**src/rtl/input_capture_pkg.sv**
```systemverilog
// Shared constants for the board input capture block: register map and
// default input width (SW[9:0] on bits 9:0, KEY[3:0] on bits 13:10).
package input_capture_pkg;

   localparam int DEFAULT_WIDTH = 14;

   typedef enum logic [1:0] {
      ADDR_DATA         = 2'd0,
      ADDR_IRQ_MASK     = 2'd1,
      ADDR_EDGE_CAPTURE = 2'd2,
      ADDR_EDGE_SEL     = 2'd3
   } reg_addr_e;

endpackage

```
**src/rtl/input_capture_debounce_bit.sv**
```systemverilog
// One board input bit: 2-flop synchronizer, tick-sampled history and
// debounced value with rise/fall pulses on accepted transitions.
module debounce_bit #(
   parameter int STABLE_SAMPLES = 4
) (
   input  logic clk,
   input  logic reset,
   input  logic in_raw,
   input  logic tick,
   input  logic primed,
   input  logic prime_load,
   output logic debounced,
   output logic rise,
   output logic fall
);

   logic                      sync_q1;
   logic                      sync_q2;
   logic [STABLE_SAMPLES-1:0] hist;
   logic [STABLE_SAMPLES-1:0] hist_next;
   logic                      all_ones;
   logic                      all_zeros;
   logic                      change;

   // Decisions use the history including this tick's sample.
   assign hist_next = {hist[STABLE_SAMPLES-2:0], sync_q2};
   assign all_ones  = &hist_next;
   assign all_zeros = ~|hist_next;
   assign change    = tick & primed &
                      ((all_ones & ~debounced) | (all_zeros & debounced));
   assign rise      = change & ~debounced;
   assign fall      = change & debounced;

   always_ff @(posedge clk) begin
      if (reset) begin
         sync_q1   <= 1'b0;
         sync_q2   <= 1'b0;
         hist      <= '0;
         debounced <= 1'b0;
      end else begin
         sync_q1 <= in_raw;
         sync_q2 <= sync_q1;
         if (tick) begin
            hist <= hist_next;
         end
         // Priming loads the newest sample silently; no edge is produced.
         if (prime_load) begin
            debounced <= sync_q2;
         end else if (change) begin
            debounced <= ~debounced;
         end
      end
   end

endmodule

```
**src/rtl/input_capture.sv**
```systemverilog
// Debounced SW/KEY capture with edge-capture interrupt, exposed as an
// Avalon-MM slave on the HPS lightweight bridge.
module input_capture
   import input_capture_pkg::*;
#(
   parameter int WIDTH          = DEFAULT_WIDTH,
   parameter int TICK_CYCLES    = 250000,
   parameter int STABLE_SAMPLES = 4
) (
   input  logic             clk,
   input  logic             reset,
   input  logic [WIDTH-1:0] in_raw,
   input  logic [1:0]       address,
   input  logic             read,
   input  logic             write,
   input  logic [31:0]      writedata,
   output logic [31:0]      readdata,
   output logic             irq
);

   localparam int CNT_W   = (TICK_CYCLES > 1) ? $clog2(TICK_CYCLES) : 1;
   localparam int PRIME_W = $clog2(STABLE_SAMPLES + 1);

   logic [CNT_W-1:0]   tick_cnt;
   logic               tick;
   logic [PRIME_W-1:0] prime_cnt;
   logic               primed;
   logic               prime_load;

   logic [WIDTH-1:0] data;
   logic [WIDTH-1:0] rise;
   logic [WIDTH-1:0] fall;
   logic [WIDTH-1:0] edge_hit;
   logic [WIDTH-1:0] w1c;
   logic [WIDTH-1:0] irq_mask;
   logic [WIDTH-1:0] edge_cap;
   logic [WIDTH-1:0] edge_sel;
   logic [31:0]      rd_value;
   logic             wdata_unused;

   assign wdata_unused = ^writedata[31:WIDTH];

   assign tick       = (tick_cnt == CNT_W'(TICK_CYCLES - 1));
   assign prime_load = tick & ~primed & (prime_cnt == PRIME_W'(STABLE_SAMPLES - 1));

   always_ff @(posedge clk) begin
      if (reset) begin
         tick_cnt  <= '0;
         prime_cnt <= '0;
         primed    <= 1'b0;
      end else begin
         tick_cnt <= tick ? '0 : tick_cnt + CNT_W'(1);
         if (prime_load) begin
            primed <= 1'b1;
         end else if (tick && !primed) begin
            prime_cnt <= prime_cnt + PRIME_W'(1);
         end
      end
   end

   for (genvar i = 0; i < WIDTH; i++) begin : g_bit
      debounce_bit #(
         .STABLE_SAMPLES(STABLE_SAMPLES)
      ) u_debounce (
         .clk        (clk),
         .reset      (reset),
         .in_raw     (in_raw[i]),
         .tick       (tick),
         .primed     (primed),
         .prime_load (prime_load),
         .debounced  (data[i]),
         .rise       (rise[i]),
         .fall       (fall[i])
      );
   end

   // Bus semantics: read and write are single-cycle strobes with no
   // waitrequest; readdata is valid exactly one cycle after read, else 0.
   assign edge_hit = (edge_sel & rise) | (~edge_sel & fall);
   assign w1c      = (write && address == ADDR_EDGE_CAPTURE) ? writedata[WIDTH-1:0] : '0;

   always_comb begin
      rd_value = '0;
      case (reg_addr_e'(address))
         ADDR_DATA:         rd_value[WIDTH-1:0] = data;
         ADDR_IRQ_MASK:     rd_value[WIDTH-1:0] = irq_mask;
         ADDR_EDGE_CAPTURE: rd_value[WIDTH-1:0] = edge_cap;
         ADDR_EDGE_SEL:     rd_value[WIDTH-1:0] = edge_sel;
         default:           rd_value = '0;
      endcase
   end

   always_ff @(posedge clk) begin
      if (reset) begin
         irq_mask <= '0;
         edge_sel <= '0;
         edge_cap <= '0;
         readdata <= '0;
         irq      <= 1'b0;
      end else begin
         if (write && address == ADDR_IRQ_MASK) begin
            irq_mask <= writedata[WIDTH-1:0];
         end
         if (write && address == ADDR_EDGE_SEL) begin
            edge_sel <= writedata[WIDTH-1:0];
         end
         // A new edge overrides a simultaneous clear of the same bit.
         edge_cap <= (edge_cap & ~w1c) | edge_hit;
         readdata <= read ? rd_value : '0;
         irq      <= |(edge_cap & irq_mask);
      end
   end

endmodule

```
**config.mk**
```make
export PLATFORM = sky130hd
export DESIGN_NAME = input_capture
export DESIGN_NICKNAME = d
export VERILOG_FILES = /design/src/rtl/input_capture_pkg.sv /design/src/rtl/input_capture_debounce_bit.sv /design/src/rtl/input_capture.sv
export SDC_FILE = /design/constraint.sdc
export NUM_CORES = 1
export LEC_CHECK = 0
export CORE_MARGIN = 2
export CORE_UTILIZATION = 67
export CTS_CLUSTER_DIAMETER = 120
export DETAILED_ROUTE_END_ITERATION = 10
export DONT_BUFFER_PORTS = 1
export PLACE_DENSITY = 0.9
export SLEW_MARGIN = 10
export SYNTH_ARGS = -nofsm -noshare
export SYNTH_HDL_FRONTEND = slang
export SYNTH_SLANG_ARGS = --single-unit
```
**constraint.sdc**
```tcl
create_clock -name clk -period 4.9 [get_ports clk]
set_clock_uncertainty 0.2 [all_clocks]
set_input_delay 1.47 -clock clk [delete_from_list [all_inputs] [get_ports clk]]
set_output_delay 1.47 -clock clk [all_outputs]
set_load 0.03 [all_outputs]
```
# Word level (Yosys, flattened, before mapping)
# Index checks and enable logic that the tools add are counted.
# classes
eq_ne	5
n_reduce_logical	66
bitwise	112
addsub	2
n_lt_le_gt_ge	0
n_shift	0
multipliers	0
div_mod_pow	0
n_mux	30
# op_table
op	count
$and 1x1->1	73
$and 14x14->14	4
$pmux 14 s4	1
$reduce_and 4->1	14
$reduce_or 4->1	14
$mux 1	28
$not 14->14	2
$or 14x14->14	2
$reduce_bool 2->1	14
$add 18x1->18 const B	1
$eq 18x18->1 const B	1
$not 1->1	17
$logic_not 1->1	15
$mux 14	1
$or 1x1->1	14
$reduce_or 14->1	1
$eq 2x2->1 const B	2
$logic_and 1x1->1	4
$reduce_or 2->1	2
$add 3x1->3 const B	1
$eq 3x2->1 const B	1
$eq 2x1->1 const B	1
$logic_not 2->1	1
$reduce_and 2->1	1
# word_totals
output_inout_bits	33
mem_bits_rw	0
mem_bits_ro	0
word_cells	280
n_memories	0
in_bits	52
regBits	181
latch_bits	0

# Logic depth before layout (Yosys ltp)
# logic_depth
depth_word	9
ltp_mapped	9
depth_no_buf	6

# By module
# A second synthesis with hierarchy kept.
# hier_totals
hier_cells	701
area_unflattened_um2	6867.8
# by_module_without_submodules
module	area_each_um2	cells_each	n_inst	seq_area_each_um2
input_capture	3574.7	393	1	1581.5
debounce_bit	235.2	22	14	120.1

# Worst setup path before layout
# OpenSTA, ideal clock, no wires.
# synth_timing
path_kind	input to register
start	input address[1]
end	register edge_cap[13]
path_stages	8
required_time_ns	4.572
slack_ns	1.886
arrival_ns	2.687
setup_ns	0.128
path_buffers	3
cell_sequence	buf_2 -> buf_2 -> nand2_1 -> nor2_1 -> buf_2 -> nand2_1 -> a2bb2oi_1 -> nor2_1
# synth_via
elab_chain_len	6
# synth_rtl
item	line	rtl
start, declared	input_capture.sv:13	input logic [1:0] address,
$eq 2x2->1	input_capture.sv:80	assign w1c = (write && address == ADDR_EDGE_CAPTURE) ? writedata[WIDTH-1:0] : '0;
$logic_and 1x1->1	input_capture.sv:80	
$mux 14	input_capture.sv:80	
$not 14->14	input_capture.sv:108	edge_cap <= (edge_cap & ~w1c) | edge_hit;
$and 14x14->14	input_capture.sv:108	
$or 14x14->14	input_capture.sv:108	
end signal, assigned	input_capture.sv:108	
end, declared	input_capture.sv:36	logic [WIDTH-1:0] edge_cap;
# No other way between the ends.
# A chain may end at the register's enable or synchronous reset.

# Worst setup path after layout
# layout_timing
start	register tick_cnt[0]
end	register g_bit[2].u_debounce.hist[1]
# layout_via
elab_chain_len	1
# layout_rtl
item	line	rtl
start, declared	input_capture.sv:24	logic [CNT_W-1:0] tick_cnt;
start signal, assigned	input_capture.sv:52	tick_cnt <= tick ? '0 : tick_cnt + CNT_W'(1);
$eq 18x18->1	input_capture.sv:43	assign tick = (tick_cnt == CNT_W'(TICK_CYCLES - 1));
end signal, assigned	input_capture_debounce_bit.sv:44	hist <= hist_next;
end, declared	input_capture_debounce_bit.sv:19	logic [STABLE_SAMPLES-1:0] hist;
# No other way between the ends.

==> impl_metrics.toml <==
[synth]
ys_seq_area_share_pct = 48.0
synth.yosys.warnings = 0
async_reset_ff_share_pct = 0
synth_area_mm2 = 0.00680
synth_edf_count = 0
synth.most_common_cell = "nand2_1"
synth_cell_types = 45
yosys-top-cells-area = "dfxtp_1 (48%), nand2_1 (10%), a21oi_1 (5.4%), mux4_2 (4.6%), nor2b_1 (3.9%)"
avgSynthCellArea_um2 = 8.94
yosysTopAreaCellShare_pct = 48.0
netlist_instances = 760
yosys.area.top_type = "dfxtp_1"
ys_ff_latch = 163
synth_ff_type = "dfxtp_1"
synthTopCellsByCount = "nand2_1 (187), dfxtp_1 (163), a21oi_1 (73)"

[layout]
drive_above_1_share_pct = 7.59
area_growth_pct = 7.70
fin_cells = 884
finalNetCount = 793
antenna_cells = 0
final_area_mm2 = 0.00732

[clock_network]
hold_buffers = 0
cts_tree = "built"
clk_latency_ns = 0.54
h-tree-depth = 4
cts.path.max_buffers = 2
cts_buffers = 17
clockRootBuffer = "clkbuf_8"
post-cts-setup-buffer-count = 0
cts_resized = 0
numClockSinks = 163
cts.reportedPaths.clkPinSlew_ns = 0.06

[status]
status = "complete, no violations"

[worst_hold_path]
whs_path_depth = 1
min_path_type = "flip-flop to flip-flop"
whs_endpoint = "g_bit[0].u_debounce.sync_q2"
min-delay-start = "g_bit[0].u_debounce.sync_q1"

[detailed_routing]
detail_route.wl_per_cell_um = 17.1
drtIter0Drc = 530
antenna_left = 0
vias = 5400
drc = 0
viasPerCell = 6.11
drt-total-wl_um = 15100
drtPass1Iterations = 5

[timing]
period_minus_slack_ns = 3.17
final-hold-violation-count = 0
maxSlewViolCount = 0
max_freq_ghz = 0.316
finalSetupTns_ns = 0
fin_crit_sh_pct = 64.6
slew_headroom_pct = 20.9
rsz0062_at_grt = "no"
fin_hold_ws_ns = 0.233
finalSetupViolCount = 0
worst_slew_pin_slew_ns = 1.18

[setup_path]
worstPathCellList = "ha_1 > and3_4 > and3_1 > buf_4 > and2_1 > buf_4 > nand2_1 > a21oi_1"
path_depth = 8
worst_ep_required_time_ns = 5.17
ff2ff_setup_slack_ns = 1.73
crit_path_end_kind = "flip-flop"
crit_path_start_kind = "flip-flop"
crit_top_cell = "buf_4"
critical_path.top_delay_family = "simple AND/OR/NAND/NOR gates"
r2r-end = "g_bit[2].u_debounce.hist[1]"
critical_path_buf_inv_count = 2
arrival_ns = 3.44
reg2reg_depth = 8
max_stage_delay_ns = 0.67
path_max_fanout = 23
path_class = "flip-flop to flip-flop"
r2r-start = "tick_cnt[0]"
slowest_stage = "and2_1"

[die]
pin_count = 85
die_area_mm2 = 0.0110
core_area_mm2 = 0.00982
row_count = 36
die_y_um = 105
initial_utilization_pct = 69.2
die_x_um = 105

[place]
io_buffers = 0
placed_cell_area_mm2 = 0.00672
gp_congestion = 0.874
placed_cells = 852
hpwl_um = 9680

[global_route]
track_usage_pct = 28.4
grt_pass1_wl_um = 24600
grt_max_degree = 124
antenna_found_initial = 0
overflow = 0
grt_pass1_vias = 5014

[power_and_ir_drop]
finalPower_mw = 2.77
vdd_drop_max_mv = 0.302
powerDensity_mw_per_mm2 = 379
p_leak_nw = 2.43

[run]
cap_violations = 0
## layer usage
layer / GRT usage (%) / part of all wire [%] / wire (um)
met3: 7.80 / 8.3 / 1260
met2: 46.5 / 49 / 7430
met5: 0 / 0 / 0
met4: 11.8 / 2.4 / 369
met1: 35.4 / 40 / 6030
## worst max path at each step
stage	slack (ns)	endpoint	start
floorplan	1.89	edge_cap[13]	address[1]
global placement	1.83	g_bit[1].u_debounce.debounced	tick_cnt[0]
detailed placement	1.74	edge_cap[12]	write
CTS	1.75	g_bit[2].u_debounce.hist[1]	tick_cnt[0]
global route	1.55	g_bit[2].u_debounce.hist[1]	tick_cnt[0]
finish	1.73	g_bit[2].u_debounce.hist[1]	tick_cnt[0]
## logic make-up (layout without fill, tap and decap cells)
logic type      Yosys count  in the layout  share of synthesized area (%)
compound gates          125            125                           12.0
xor+xnor                 43             43                           5.54
fa+ha+maj                 3              3                          0.552
buf+inv                  65             39                           5.10
flops                   163            163                           48.0
mux                      16             16                           4.93
other cells               1             18                         0.0552
simple gates            344            344                           23.8
## final cells by class
class,count,area (um^2)
clock buffer,20,445
inverter,4,15.0
fill,682,2500
sequential,163,3260
clock inverter,12,156
timing repair buffer,3,22.5
multi-input combinational,549,3250
tap,133,166
## where the power goes
group          switching [mW]  total [mW]  internal (mW)
Sequential             0.0176        1.36           1.35
Combinational          0.0454      0.0723         0.0269
Clock                   0.531        1.33          0.803
Total                   0.594        2.77           2.18
## flip-flops by register name, indices dropped and copies added (netlist names), 3 cells and up
signal                      cells
edge_cap                       14
g_bit.u_debounce.hist          42
readdata                       14
g_bit.u_debounce.debounced     14
irq_mask                       14
prime_cnt                       3
edge_sel                       14
g_bit.u_debounce.sync_q1       14
g_bit.u_debounce.sync_q2       14
tick_cnt                       18
## cells in the final DEF, fill, tap and decap left out, types with 11 or more instances in the layout
| cell | instances |
|---|---|
| a21oi_1 | 73 |
| a2bb2oi_1 | 11 |
| clkbuf_16 | 16 |
| conb_1 | 18 |
| dfxtp_1 | 163 |
| mux4_2 | 14 |
| nand2_1 | 187 |
| nand2b_1 | 16 |
| nor2_1 | 40 |
| nor2b_1 | 42 |
| nor3_1 | 15 |
| nor4_1 | 14 |
| o2111ai_1 | 11 |
| o2bb2ai_1 | 14 |
| xnor2_1 | 25 |
| xor2_1 | 18 |
## per-stage QoR
step           utilization, %  worst slack (ns)
6_report                 74.5              1.73
3_5_place_dp             68.4              1.74
5_1_grt                  74.5              1.55
4_1_cts                  74.5              1.75
2_1_floorplan               -              1.89
3_3_place_gp             68.4              1.83
(Power assumes the default switching activity.)
